### config.mk
export PLATFORM = sky130hd
export DESIGN_NAME = fifo_stream_reader_flat
export DESIGN_NICKNAME = d
export VERILOG_FILES = /design/src/rtl/fifo_stream_reader_if.sv /design/src/rtl/fifo_stream_reader.sv /design/src/flat_wrapper.sv
export SDC_FILE = /design/constraint.sdc
export NUM_CORES = 1
export LEC_CHECK = 0
export ABC_AREA = 1
export ABC_CLOCK_PERIOD_IN_PS = 2000
export CELL_PAD_IN_SITES_DETAIL_PLACEMENT = 1
export CELL_PAD_IN_SITES_GLOBAL_PLACEMENT = 2
export CORE_MARGIN = 10
export CORE_UTILIZATION = 30
export CTS_CLUSTER_SIZE = 10
export DETAILED_ROUTE_END_ITERATION = 12
export PLACE_DENSITY = 0.8
export SYNTH_ARGS = -nofsm -noshare
export SYNTH_HDL_FRONTEND = slang
export SYNTH_SLANG_ARGS = --single-unit
### constraint.sdc
create_clock -name i_rclk -period 2 [get_ports i_rclk]
set_input_delay 0.3 -clock i_rclk [delete_from_list [all_inputs] [get_ports i_rclk]]
set_output_delay 0.3 -clock i_rclk [all_outputs]
set_load 0.02 [all_outputs]
### src/rtl/fifo_stream_reader_if.sv
// Bus bundle between the read-side drain engine and its FIFO and stream neighbours.
// The master modport is the reader itself; the slave modport is the environment around it.
interface fifo_stream_reader_if #(
  parameter int unsigned DATA_WIDTH = 8,
  parameter int unsigned CNT_WIDTH  = 16
) ();
  logic                  enable;
  logic                  empty;
  logic [DATA_WIDTH-1:0] rd_data;
  logic                  r_en;
  logic [DATA_WIDTH-1:0] m_data;
  logic                  m_valid;
  logic                  m_ready;
  logic [CNT_WIDTH-1:0]  word_cnt;
  logic                  busy;

  modport master (
    input  enable,
    input  empty,
    input  rd_data,
    input  m_ready,
    output r_en,
    output m_data,
    output m_valid,
    output word_cnt,
    output busy
  );

  modport slave (
    output enable,
    output empty,
    output rd_data,
    output m_ready,
    input  r_en,
    input  m_data,
    input  m_valid,
    input  word_cnt,
    input  busy
  );
endinterface

### src/rtl/fifo_stream_reader.sv
// Read-domain drain engine: pops the FIFO into a 2-entry skid buffer and presents it on a
// valid/ready stream with a running count of delivered words.
module fifo_stream_reader #(
  parameter int unsigned DATA_WIDTH = 8,
  parameter int unsigned CNT_WIDTH  = 16
) (
  input  logic                 i_rclk,
  input  logic                 i_rrst,
  fifo_stream_reader_if.master io_rd
);

  typedef enum logic [1:0] {StIdle, StRun, StFlush} state_e;

  state_e                r_state;
  logic                  r_busy;
  logic [1:0]            r_occ;
  logic                  r_inflight;
  logic [DATA_WIDTH-1:0] r_buf0;
  logic [DATA_WIDTH-1:0] r_buf1;
  logic [CNT_WIDTH-1:0]  r_word_cnt;

  logic       w_pop;
  logic       w_ren;
  logic [1:0] w_level;

  assign w_pop = (r_occ != 2'd0) & io_rd.m_ready;
  // occ + inflight never exceeds 2, and pop implies occ >= 1, so 2 bits cannot wrap.
  assign w_level = r_occ + {1'b0, r_inflight} - {1'b0, w_pop};
  assign w_ren = (r_state == StRun) & io_rd.enable & ~io_rd.empty & (w_level < 2'd2);

  assign io_rd.r_en     = w_ren;
  assign io_rd.m_valid  = (r_occ != 2'd0);
  assign io_rd.m_data   = r_buf0;
  assign io_rd.word_cnt = r_word_cnt;
  assign io_rd.busy     = r_busy;

  always_ff @(posedge i_rclk or posedge i_rrst) begin
    if (i_rrst) begin
      r_state <= StIdle;
      r_busy  <= 1'b0;
    end else begin
      case (r_state)
        StIdle: begin
          if (io_rd.enable) begin
            r_state <= StRun;
            r_busy  <= 1'b1;
          end
        end
        StRun: begin
          if (!io_rd.enable) r_state <= StFlush;
        end
        StFlush: begin
          if (io_rd.enable) begin
            r_state <= StRun;
          end else if ((r_occ == 2'd0) && !r_inflight) begin
            r_state <= StIdle;
            r_busy  <= 1'b0;
          end
        end
        default: begin
          r_state <= StIdle;
          r_busy  <= 1'b0;
        end
      endcase
    end
  end

  // Head always lives in r_buf0; a pop shifts r_buf1 forward.
  always_ff @(posedge i_rclk or posedge i_rrst) begin
    if (i_rrst) begin
      r_occ      <= 2'd0;
      r_inflight <= 1'b0;
      r_buf0     <= '0;
      r_buf1     <= '0;
      r_word_cnt <= '0;
    end else begin
      r_inflight <= w_ren;
      if (w_pop) r_word_cnt <= r_word_cnt + {{(CNT_WIDTH-1){1'b0}}, 1'b1};
      case ({r_inflight, w_pop})
        2'b10: begin
          if (r_occ == 2'd0) r_buf0 <= io_rd.rd_data;
          else               r_buf1 <= io_rd.rd_data;
          r_occ <= r_occ + 2'd1;
        end
        2'b01: begin
          r_buf0 <= r_buf1;
          r_occ  <= r_occ - 2'd1;
        end
        2'b11: begin
          if (r_occ == 2'd1) begin
            r_buf0 <= io_rd.rd_data;
          end else begin
            r_buf0 <= r_buf1;
            r_buf1 <= io_rd.rd_data;
          end
        end
        default: ;
      endcase
    end
  end

endmodule

### src/flat_wrapper.sv
// flat-port wrapper written by rule: the top's interface ports become plain ports
module fifo_stream_reader_flat 
#(
  parameter int unsigned DATA_WIDTH = 8,
  parameter int unsigned CNT_WIDTH  = 16
)
  (i_rclk, i_rrst, io_rd_enable, io_rd_empty, io_rd_rd_data, io_rd_m_ready, io_rd_r_en, io_rd_m_data, io_rd_m_valid, io_rd_word_cnt, io_rd_busy);
  fifo_stream_reader_if #(.DATA_WIDTH(DATA_WIDTH), .CNT_WIDTH(CNT_WIDTH)) io_rd_i ();
  input  logic i_rclk;
  input  logic i_rrst;
  input wire logic [$bits(io_rd_i.enable)-1:0] io_rd_enable;
  input wire logic [$bits(io_rd_i.empty)-1:0] io_rd_empty;
  input wire logic [$bits(io_rd_i.rd_data)-1:0] io_rd_rd_data;
  input wire logic [$bits(io_rd_i.m_ready)-1:0] io_rd_m_ready;
  output wire logic [$bits(io_rd_i.r_en)-1:0] io_rd_r_en;
  output wire logic [$bits(io_rd_i.m_data)-1:0] io_rd_m_data;
  output wire logic [$bits(io_rd_i.m_valid)-1:0] io_rd_m_valid;
  output wire logic [$bits(io_rd_i.word_cnt)-1:0] io_rd_word_cnt;
  output wire logic [$bits(io_rd_i.busy)-1:0] io_rd_busy;
  assign io_rd_i.enable = io_rd_enable;
  assign io_rd_i.empty = io_rd_empty;
  assign io_rd_i.rd_data = io_rd_rd_data;
  assign io_rd_i.m_ready = io_rd_m_ready;
  assign io_rd_r_en = io_rd_i.r_en;
  assign io_rd_m_data = io_rd_i.m_data;
  assign io_rd_m_valid = io_rd_i.m_valid;
  assign io_rd_word_cnt = io_rd_i.word_cnt;
  assign io_rd_busy = io_rd_i.busy;
  fifo_stream_reader #(.DATA_WIDTH(DATA_WIDTH), .CNT_WIDTH(CNT_WIDTH)) u_core (.i_rclk(i_rclk), .i_rrst(i_rrst), .io_rd(io_rd_i));
endmodule
==> metrics.md, run 1 <==
| Metric | Value |
|---|---|
| H-Tree Depth | 2 |
| Final worst path period share | 0.972 |
| Post-Place Worst Slack | -0.381 ns |
| Cell Chain, Critical Path | inv_2, ha_4, nor2_4, nand2_2, xor2_1, nand2_1, nand2_1, nor2_2, buf_6 |
| Clk_lat worst skew | approximately 0.29 ns |
| Initial DRC Count | 29 |
| Post-route DRC | 0 |
| Number of diodes | 0 |
| Detailed Routing Iterations Pass 1 | 4 |
| Chip height | 99.0 um |
| Non-filler cells in the finished layout | around 340 |
| Worst EP arrival | 1.64 ns |
| DR vias/cell | approximately 4.6 |
| Std-Cell Rows | 28 |
| Crit path launch type | register |
| Fin crit period | around 2 ns |
| Max-cap violations | 0 |
| CTS Sinks | 38 |
| Die Footprint | approximately 0.01 mm2 |
| Die span in x | 99.0 um |
| Gr usage total | 0.102 |
| Vias in the first global route | between 1,500 and 2,000 |
| Nets | 283 |
| F_max | 514 MHz |
| Placed Area | 0.00245 mm2 |
| Cell variety after synth | 25 |
| Finished Cell Area | 0.00265 mm2 |
| Critical Path Sink Type | output port |
| Post-Syn Area | 0.00187 mm2 |
| Detailed Place HPWL | 3570 um |
| Clock Skew | about 0.0064 ns |
| CP max FO | 3 |
| Num CTS Buffers | 5 |
| Antenna-violating nets left | 0 |
| WP data required | between 1.5 and 2 ns |
| Clock-pin transition on the worst setup and hold timing paths | approximately 0.080 ns |
| Slowest CP cell | dfrtp_1 |
| Status | completed |
| Initial antenna violation count | 0 |
| Peak per-stage delay on the critical path | 0.37 ns |
| P_leak | 1.22 nW |
| Io pins | 40 |
| Share of cells above drive strength 1 | 0.188 |
| Flops & latches, synth | 38 |
| Drt wl/cell | ~14 um |
| Setup TNS | 0 ns |
| DR vias | 1,552 |
| Pwr per Cell Area | 1350 mW/mm2 |
| First-pass GRT wire length | slightly above 8000 um |
| Root Buffer | clkbuf_8 |
| Most frequent CP cell | nand2_1 |
| Largest net degree at the start of global routing | 39 |
| CTS tree | built |
| Core region area | 0.00599 mm2 |
| Final Wtd Congestion | 0.757 |
| Final-report max-slew violation count | 0 |
| Rel. slew slack | 0.670 |
| Max VDD drop | 0.666 mV |
| Crit path kind | reg -> out |
| Unrepaired setup endpoints after global routing | yes |
| Worst setup margin | 0.0559 ns |
| Max clock buf depth | 2 |
| Dpl cells | between 300 and 400 |
| IO Port Bufs | 39 |
| Hold Crit Class | in -> async |
| Initial Util | 0.312 |
| Worst slew pin tran | 0.495 ns |
| Syn_nets | ~220 |
| Pwr Total | 3.58 mW |
| Post-Route WL | 4780 um |
| Seq/Total Area, Yosys | 0.508 |
| Final Hold Viols | 0 |
| Synth warn | 0 |
| Post-Syn Instances | between 200 and 250 |
| Hold WS | 0.425 ns |
| Fillers | 703 |
| Syn Area/Cell | 9.18 um2 |
| Post-layout util | 0.442 |
| Count of final setup violators | 0 |
| Overflow after GRT | 0 |
| Area grow syn2layout | 41.5% |
[cells in the mapped netlist, drive strengths merged]
cell type  number  share of area
buf             3          0.012
nand4           3          0.010
nand2          44          0.090
a31oi           7          0.023
xnor2           8          0.037
xor2            6          0.028
nor3            4          0.011
a21oi           1         0.0027
nand3          17          0.048
o211ai          1         0.0040
o31ai           1         0.0040
mux2            8          0.048
dfrtp          38           0.51
or2             1         0.0033
nor2           26          0.061
o21ai           5          0.019
nand3b          2         0.0080
ha              5          0.033
inv            24          0.048
[cells in the final DEF (no fill, tap or decap), types with 3 or more instances in the layout]
cell type,n
xor2_1,6
inv_2,3
ha_1,3
dfrtp_1,38
o21ai_0,3
nor2_4,3
nor2_1,21
mux2_2,8
xnor2_1,8
a31oi_1,7
nand4_1,3
inv_1,21
clkdlybuf4s50_1,37
buf_4,18
nor3_1,4
nand2_1,42
nand3_1,16
clkbuf_8,6
[flip-flops by register name (all words and copies together) (netlist names)]
| signal | cells |
|---|---|
| u_core.io_rd.busy | 1 |
| u_core.r_state | 2 |
| u_core.r_inflight | 1 |
| u_core.r_buf1 | 8 |
| u_core.io_rd.word_cnt | 16 |
| u_core.io_rd.m_data | 8 |
| u_core.r_occ | 2 |
[where the power goes]
group	internal (mW)	total (mW)	switching [mW]	leakage, nW
registers	1.02	1.20	0.176	0.467
clock network	0.532	0.824	0.291	0.0714
logic	0.758	1.56	0.797	0.686
total	2.31	3.58	1.26	1.22
[cells by family (layout without fill, tap and decap cells)]
family | after synthesis | count (layout) | share of synthesized area
mux | 8 | 8 | 0.0481
flops | 38 | 38 | 0.508
simple gates | 97 | 97 | 0.231
buf+inv | 27 | 89 | 0.0602
xor+xnor | 14 | 14 | 0.0655
fa+ha+maj | 5 | 5 | 0.0334
compound gates | 15 | 15 | 0.0535
[layout make-up]
class / count / area (um2) / share of cell area
clock inverter: 2 / 60.1 / 0.0227
clock buffer: 6 / 82.6 / 0.0312
sequential: 38 / 951 / 0.359
inverter: 24 / 90.1 / 0.0340
timing repair buffer: 57 / 526 / 0.198
tap: 75 / 93.8 / 0.0354
multi-input combinational: 139 / 846 / 0.319
[metal layers]
metal	vias up	track usage	part of all wire
met3	6	0.0482	0.081
met1	739	0.114	0.42
met4	0	0.0298	0.0096
li1	777	-	-
met2	30	0.170	0.49
met5	-	0	0
[final timing paths]
| path | start | end | slack [ns] | depth (start not counted) |
|---|---|---|---|---|
| max | u_core.r_occ[0]$_DFFE_PP0P_ | io_rd_r_en | 0.06 | 9 |
| min | i_rrst | u_core.io_rd.word_cnt[15]$_DFFE_PP0P_ | 0.43 | 3 |
| max reg2reg | u_core.r_occ[0]$_DFFE_PP0P_ | u_core.r_buf1[7]$_DFFE_PP0P_ | 0.36 | 6 |
| min reg2reg | u_core.r_state[0]$_DFFE_PP0P_ | u_core.r_state[0]$_DFFE_PP0P_ | 0.47 | 1 |
| max in group asynchronous | i_rrst | u_core.io_rd.word_cnt[9]$_DFFE_PP0P_ | 1.24 | 3 |
| min in group i_rclk | u_core.r_state[0]$_DFFE_PP0P_ | u_core.r_state[0]$_DFFE_PP0P_ | 0.47 | 1 |
[worst max-delay path, delay by kind of cell, from the launching register on]
family	cells	cell delay (ns)
buffers and inverters	2	0.22
flip-flops	1	0.37
XOR/XNOR	1	0.17
AND/OR/NAND/NOR	5	0.43
adder cells (fa/ha/maj)	1	0.17
[timing repair]
item / 4_1_cts / 5_1_grt
pin swaps: 1 / 3
buffers inserted: 0 / 3
endpoints found under the setup margin: 2 / 1
hold buffers: 0 / 0
gates resized for setup: 7 / 11
Note: power is estimated with default switching activity, not from simulation.
==> inputs of run 2 (changes only) <==
--- a/config.mk
+++ b/config.mk
@@ -13,6 +13,7 @@
 export CORE_UTILIZATION = 30
 export CTS_CLUSTER_SIZE = 10
 export DETAILED_ROUTE_END_ITERATION = 12
+export MAX_ROUTING_LAYER = met4
 export PLACE_DENSITY = 0.8
 export SYNTH_ARGS = -nofsm -noshare
 export SYNTH_HDL_FRONTEND = slang
==> metrics.md, run 2 (synthesis gave the netlist of run 1 again) <==
| Metric | Value |
|---|---|
| Status | completed |
| Final Wtd Congestion | 0.767 (+1.3%) |
| Post-layout util | 0.442 (unchanged) |
| P_leak | 1.22 nW (unchanged) |
| Max VDD drop | 0.666 mV (about the same) |
| Drt wl/cell | 14.0 um (about the same) |
| Switching pwr | 1.26 mW (about the same) |
| Overflow after GRT | 0 (unchanged) |
| Max reg flops | 16 (unchanged) |
| Number of diodes | 0 (unchanged) |
| Crit path launch type | register |
| Io pins | 40 (unchanged) |
| Sw Ratio | 0.353 (about the same) |
| Die Footprint | 0.00980 mm2 (unchanged) |
| Rel. slew slack | 0.670 (about the same) |
| Largest net degree at the start of global routing | 39 (unchanged) |
| Post-route DRC | 0 (unchanged) |
| Initial antenna violation count | 0 (unchanged) |
| Core region area | 0.00599 mm2 (unchanged) |
| Detailed Place HPWL | 3570 um (unchanged) |
| DR vias | 1,553 (+0.064%) |
| Worst slew pin tran | 0.494 ns (-0.000597 ns) |
| Initial DRC Count | 30 (+3.4%) |
| IO Port Bufs | 39 (unchanged) |
| Critical Path Sink Type | output port |
| Pwr per Cell Area | 1350 mW/mm2 (about the same) |
| Clk pwr share | 0.230 (about the same) |
| Max clock buf depth | 2 (unchanged) |
| Antenna-violating nets left | 0 (unchanged) |
| Setup TNS | 0 ns (unchanged) |
| Nets | 283 (unchanged) |
| Share of cells above drive strength 1 | 0.188 (unchanged) |
| WP data required | 1.70 ns (about the same) |
| Worst setup path startpoint | u_core.r_occ[0]$_DFFE_PP0P_ |
| F_max | 515 MHz (about the same) |
| Final-report max-slew violation count | 0 (unchanged) |
| Num CTS Buffers | 5 (unchanged) |
| Root Buffer | clkbuf_8 |
| Final worst path period share | 0.972 (about the same) |
| CP max FO | 3 (unchanged) |
| Clk_lat worst skew | 0.29 ns (about the same) |
| Dpl cells | 330 (unchanged) |
| Non-filler cells in the finished layout | 341 (unchanged) |
| Crit path kind | reg -> out |
| CTS Sinks | 38 (unchanged) |
| Combinational share of power | 0.435 (about the same) |
| Gr usage total | 0.105 (+0.00295) |
| DR vias/cell | 4.55 (about the same) |
| Vias in the first global route | 1,733 (-0.058%) |
| Pint | 2.31 mW (about the same) |
| Clock-pin transition on the worst setup and hold timing paths | 0.08 ns (about the same) |
| Hold Crit Class | in -> async |
| First-pass GRT wire length | 8310 um (about the same) |
| FF-to-FF Start | u_core.r_occ[0]$_DFFE_PP0P_ |
| H-Tree Depth | 2 (unchanged) |
| Worst EP arrival | 1.64 ns (about the same) |
| Chip height | 99.0 um (unchanged) |
| Sequential Power Share | 0.335 (about the same) |
| Count of final setup violators | 0 (unchanged) |
| CTS tree | built |
| Clock Skew | 0.00661 ns (+0.000240 ns) |
| Most frequent cells in the layout | 42 x nand2_1, 38 x dfrtp_1, 37 x clkdlybuf4s50_1 |
| Detailed Routing Iterations Pass 1 | 4 (unchanged) |
| Max-cap violations | 0 (unchanged) |
| Most common cell after layout, fill and taps aside | nand2_1 |
| Area grow syn2layout | 41.5% (unchanged) |
| Post-Route WL | 4780 um (about the same) |
| Initial Util | 0.312 (unchanged) |
| Fin crit period | 1.94 ns (-0.000605 ns) |
| Std-Cell Rows | 28 (unchanged) |
| Final Hold Viols | 0 (unchanged) |
| Unrepaired setup endpoints after global routing | yes |
| Die span in x | 99.0 um (unchanged) |
==> run 2: critical path, cell delays in order (launching register included) <==
cell and delay, ns:
dfrtp_1 0.37, inv_2 0.08, ha_4 0.17, nor2_4 0.11, nand2_2 0.05, xor2_1 0.17, nand2_1 0.06, nand2_1 0.06
nor2_2 0.15, buf_6 0.14
==> run 2: metrics by stage <==
stage	power [mW]	area, um2	setup slack [ns]	hold WS, ns
floorplan	2.02	1870	0.139	0.365
CTS	3.53	2590	-0.0109	0.439
global route	3.84	2650	-0.0723	0.513
finish	3.58	2650	0.0565	0.426
global placement	2.64	2450	-0.342	0.453
detailed placement	2.69	2450	-0.381	0.462
==> run 2: layout make-up <==
type / count / area, um2
Tap cell: 75 / 93.8
Inverter: 24 / 90.1
Clock inverter: 2 / 60.1
Sequential cell: 38 / 951
Multi-Input combinational cell: 139 / 846
Fill cell: 703 / 3340
Clock buffer: 6 / 82.6
Timing Repair Buffer: 57 / 526
==> run 2: power groups by stage <==
stage | Clock, mW | Sequential [mW] | Combinational [mW]
2_1_floorplan | 0 | 1.37 | 0.652
3_5_place_dp | 0 | 1.21 | 1.48
6_report | 0.823 | 1.20 | 1.56
3_3_place_gp | 0 | 1.20 | 1.45
5_1_grt | 0.879 | 1.24 | 1.73
4_1_cts | 0.851 | 1.20 | 1.48
==> run 2: what timing repair did <==
item,in CTS,in global routing
pin swaps,1,3
endpoints found under the setup margin,2,1
resized for setup,7,11
setup buffers,0,3
hold buffers,0,0
==> run 2: final timing paths <==
path,end,slack [ns],cells past startpoint
setup / recovery,io_rd_r_en,0.06,9
min in group i_rclk,u_core.r_state[0]$_DFFE_PP0P_,0.47,1
max in group asynchronous,u_core.io_rd.word_cnt[10]$_DFFE_PP0P_,1.24,3
hold reg to reg,u_core.r_state[0]$_DFFE_PP0P_,0.47,1
hold / removal,u_core.io_rd.word_cnt[15]$_DFFE_PP0P_,0.43,3
setup reg to reg,u_core.r_buf1[7]$_DFFE_PP0P_,0.36,6
==> run 2: routing by layer <==
metal,routed length (um),part of all wire,vias up,global-route usage
met3,272,0.057,6,0.0370
met2,2350,0.49,30,0.170
met4,46,0.0096,0,0.0298
li1,-,-,777,-
met5,0,0,-,-
met1,2110,0.44,740,0.121
==> inputs of run 3 (changes only) <==
--- a/config.mk
+++ b/config.mk
@@ -15,6 +15,7 @@
 export DETAILED_ROUTE_END_ITERATION = 12
 export MAX_ROUTING_LAYER = met4
 export PLACE_DENSITY = 0.8
+export REMOVE_ABC_BUFFERS = 1
 export SYNTH_ARGS = -nofsm -noshare
 export SYNTH_HDL_FRONTEND = slang
 export SYNTH_SLANG_ARGS = --single-unit
==> metrics.md, run 3 (synthesis gave the netlist of run 1 again) <==
| Metric | Value |
|---|---|
| Status | completed |
| Final Wtd Congestion | 0.723 (-5.7%) |
| Worst setup margin | 0.0607 ns (+0.00421 ns) |
| Critical Path Sink Type | output port |
| Area grow syn2layout | 38.0% |
| Clock-pin transition on the worst setup and hold timing paths | 0.08 ns (about the same) |
| Post-route DRC | 0 (unchanged) |
| Rel. slew slack | 0.662 (-0.00846) |
| CP max FO | 3 (unchanged) |
| Hold WS | 0.435 ns (+0.00891 ns) |
| IO Port Bufs | 39 (unchanged) |
| H-Tree Depth | 2 (unchanged) |
| DR vias | 1,560 (+0.45%) |
| Count of final setup violators | 0 (unchanged) |
| Final-report max-slew violation count | 0 (unchanged) |
| Share of cells above drive strength 1 | 0.184 (-0.00376) |
| Met1 usage | 0.122 (+0.00107) |
| Die Footprint | 0.00980 mm2 (unchanged) |
| Antenna-violating nets left | 0 (unchanged) |
| Io pins | 40 (unchanged) |
| Detailed Routing Iterations Pass 1 | 4 (unchanged) |
| Root Buffer | clkbuf_8 |
| Max-cap violations | 0 (unchanged) |
| Area of the multi-input gates | 832 um2 (-1.6%) |
| Register area | 951 um2 (unchanged) |
| Number of diodes | 0 (unchanged) |
| Final worst path period share | 0.970 (-0.00211) |
| Drt wl/cell | 14.0 um (-0.38%) |
| Fillers | 706 (+0.43%) |
| Post-Route WL | 4760 um (-0.38%) |
| First-pass GRT wire length | 8230 um (-1.0%) |
| Hold Crit Class | in -> async |
| Std-Cell Rows | 28 (unchanged) |
| Unrepaired setup endpoints after global routing | yes |
| Final Hold Viols | 0 (unchanged) |
| Initial Util | 0.312 (unchanged) |
| Most frequent cells in the layout | 43 x nand2_1, 38 x dfrtp_1, 37 x clkdlybuf4s50_1 |
| Nets | 283 (unchanged) |
| Max VDD drop | 0.553 mV (-17%) |
| Post-Place Worst Slack | -0.404 ns (-0.0232 ns) |
| Crit path launch type | register |
| Fin crit period | 1.94 ns (-0.00421 ns) |
| CTS Sinks | 38 (unchanged) |
| Most common cell after layout, fill and taps aside | nand2_1 |
| Vias in the first global route | 1,673 (-3.5%) |
| Overflow after GRT | 0 (unchanged) |
| Pwr per Cell Area | 1260 mW/mm2 (-6.7%) |
| Chip height | 99.0 um (unchanged) |
| Initial antenna violation count | 0 (unchanged) |
| DR vias/cell | 4.57 (+0.45%) |
| Met2 Use GR | 0.169 (-0.000501) |
| GR peak layer | met2 |
| F_max | 516 MHz (+0.22%) |
| Max clock buf depth | 2 (unchanged) |
| Num CTS Buffers | 5 (unchanged) |
| Clk_lat worst skew | 0.29 ns (about the same) |
| Initial DRC Count | 43 (+43%) |
| Post-layout util | 0.431 (-0.0109) |
| Met3 usage | 0.0244 (-0.0126) |
| Largest net degree at the start of global routing | 39 (unchanged) |
| Worst EP arrival | 1.64 ns (about the same) |
| WP data required | 1.70 ns (about the same) |
| Detailed Place HPWL | 3650 um (+2.3%) |
| CTS tree | built |
| Crit path kind | reg -> out |
| Gr usage total | 0.105 (-0.000661) |
| Die span in x | 99.0 um (unchanged) |
| Worst slew pin tran | 0.507 ns (+0.0127 ns) |
| P_leak | 1.20 nW (-2.2%) |
| Max reg flops | 16 (unchanged) |
| Core region area | 0.00599 mm2 (unchanged) |
| Clock Skew | 0.00469 ns (-0.00191 ns) |
run 3: metrics by stage:
stage	setup TNS, ns	cells	power (mW)	cell area, um2
2_1_floorplan	-0.0921	201	2.00	1850
3_3_place_gp	-0.353	331	2.66	2450
3_5_place_dp	-0.404	331	2.70	2450
4_1_cts	-0.0404	339	3.27	2550
5_1_grt	-0.0565	341	3.52	2580
6_report	0	341	3.26	2580
run 3: layout make-up:
cell class,count,area share
multi-input cells,139,0.322
clock buffers,7,0.0334
well taps,75,0.0363
flip-flops and latches,38,0.368
repair buffers,57,0.203
inverters,24,0.0349
clock inverters,1,0.00194
run 3: power by group:
| part | internal (mW) | switching [mW] |
|---|---|---|
| clock | 0.279 | 0.281 |
| combinational | 0.723 | 0.775 |
| sequential | 1.02 | 0.176 |
run 3: worst paths after layout:
path | from | to | slack, ns | cells after the start
max | u_core.r_occ[0]$_DFFE_PP0P_ | io_rd_r_en | 0.06 | 9
min | i_rrst | u_core.r_buf1[5]$_DFFE_PP0P_ | 0.43 | 3
max reg2reg | u_core.r_occ[0]$_DFFE_PP0P_ | u_core.io_rd.word_cnt[13]$_DFFE_PP0P_ | 0.35 | 11
min reg2reg | u_core.r_state[0]$_DFFE_PP0P_ | u_core.r_state[0]$_DFFE_PP0P_ | 0.48 | 1
max in group asynchronous | i_rrst | u_core.r_inflight$_DFF_PP0_ | 1.22 | 3
min in group i_rclk | u_core.r_state[0]$_DFFE_PP0P_ | u_core.r_state[0]$_DFFE_PP0P_ | 0.48 | 1
run 3: layer usage:
metal / share of wire / vias to the layer above
li1: - / 776
met1: 0.46 / 760
met2: 0.50 / 20
met3: 0.030 / 4
met4: 0.013 / 0
met5: 0 / -
run 3: timing repair:
item                                    in CTS  in global routing
gates resized for setup                      8                  8
pin swaps                                    0                  3
setup buffers                                0                  2
endpoints found under the setup margin       2                  1
hold buffers                                 0                  0
run 3: critical path: stages (launching register included):
cell and delay (ns):
dfrtp_1 0.36, inv_2 0.07, ha_2 0.20, nor2_2 0.09
nand2_1 0.07, xor2_1 0.15, nand2_1 0.06, nand2_1 0.06
nor2_2 0.15, buf_6 0.14
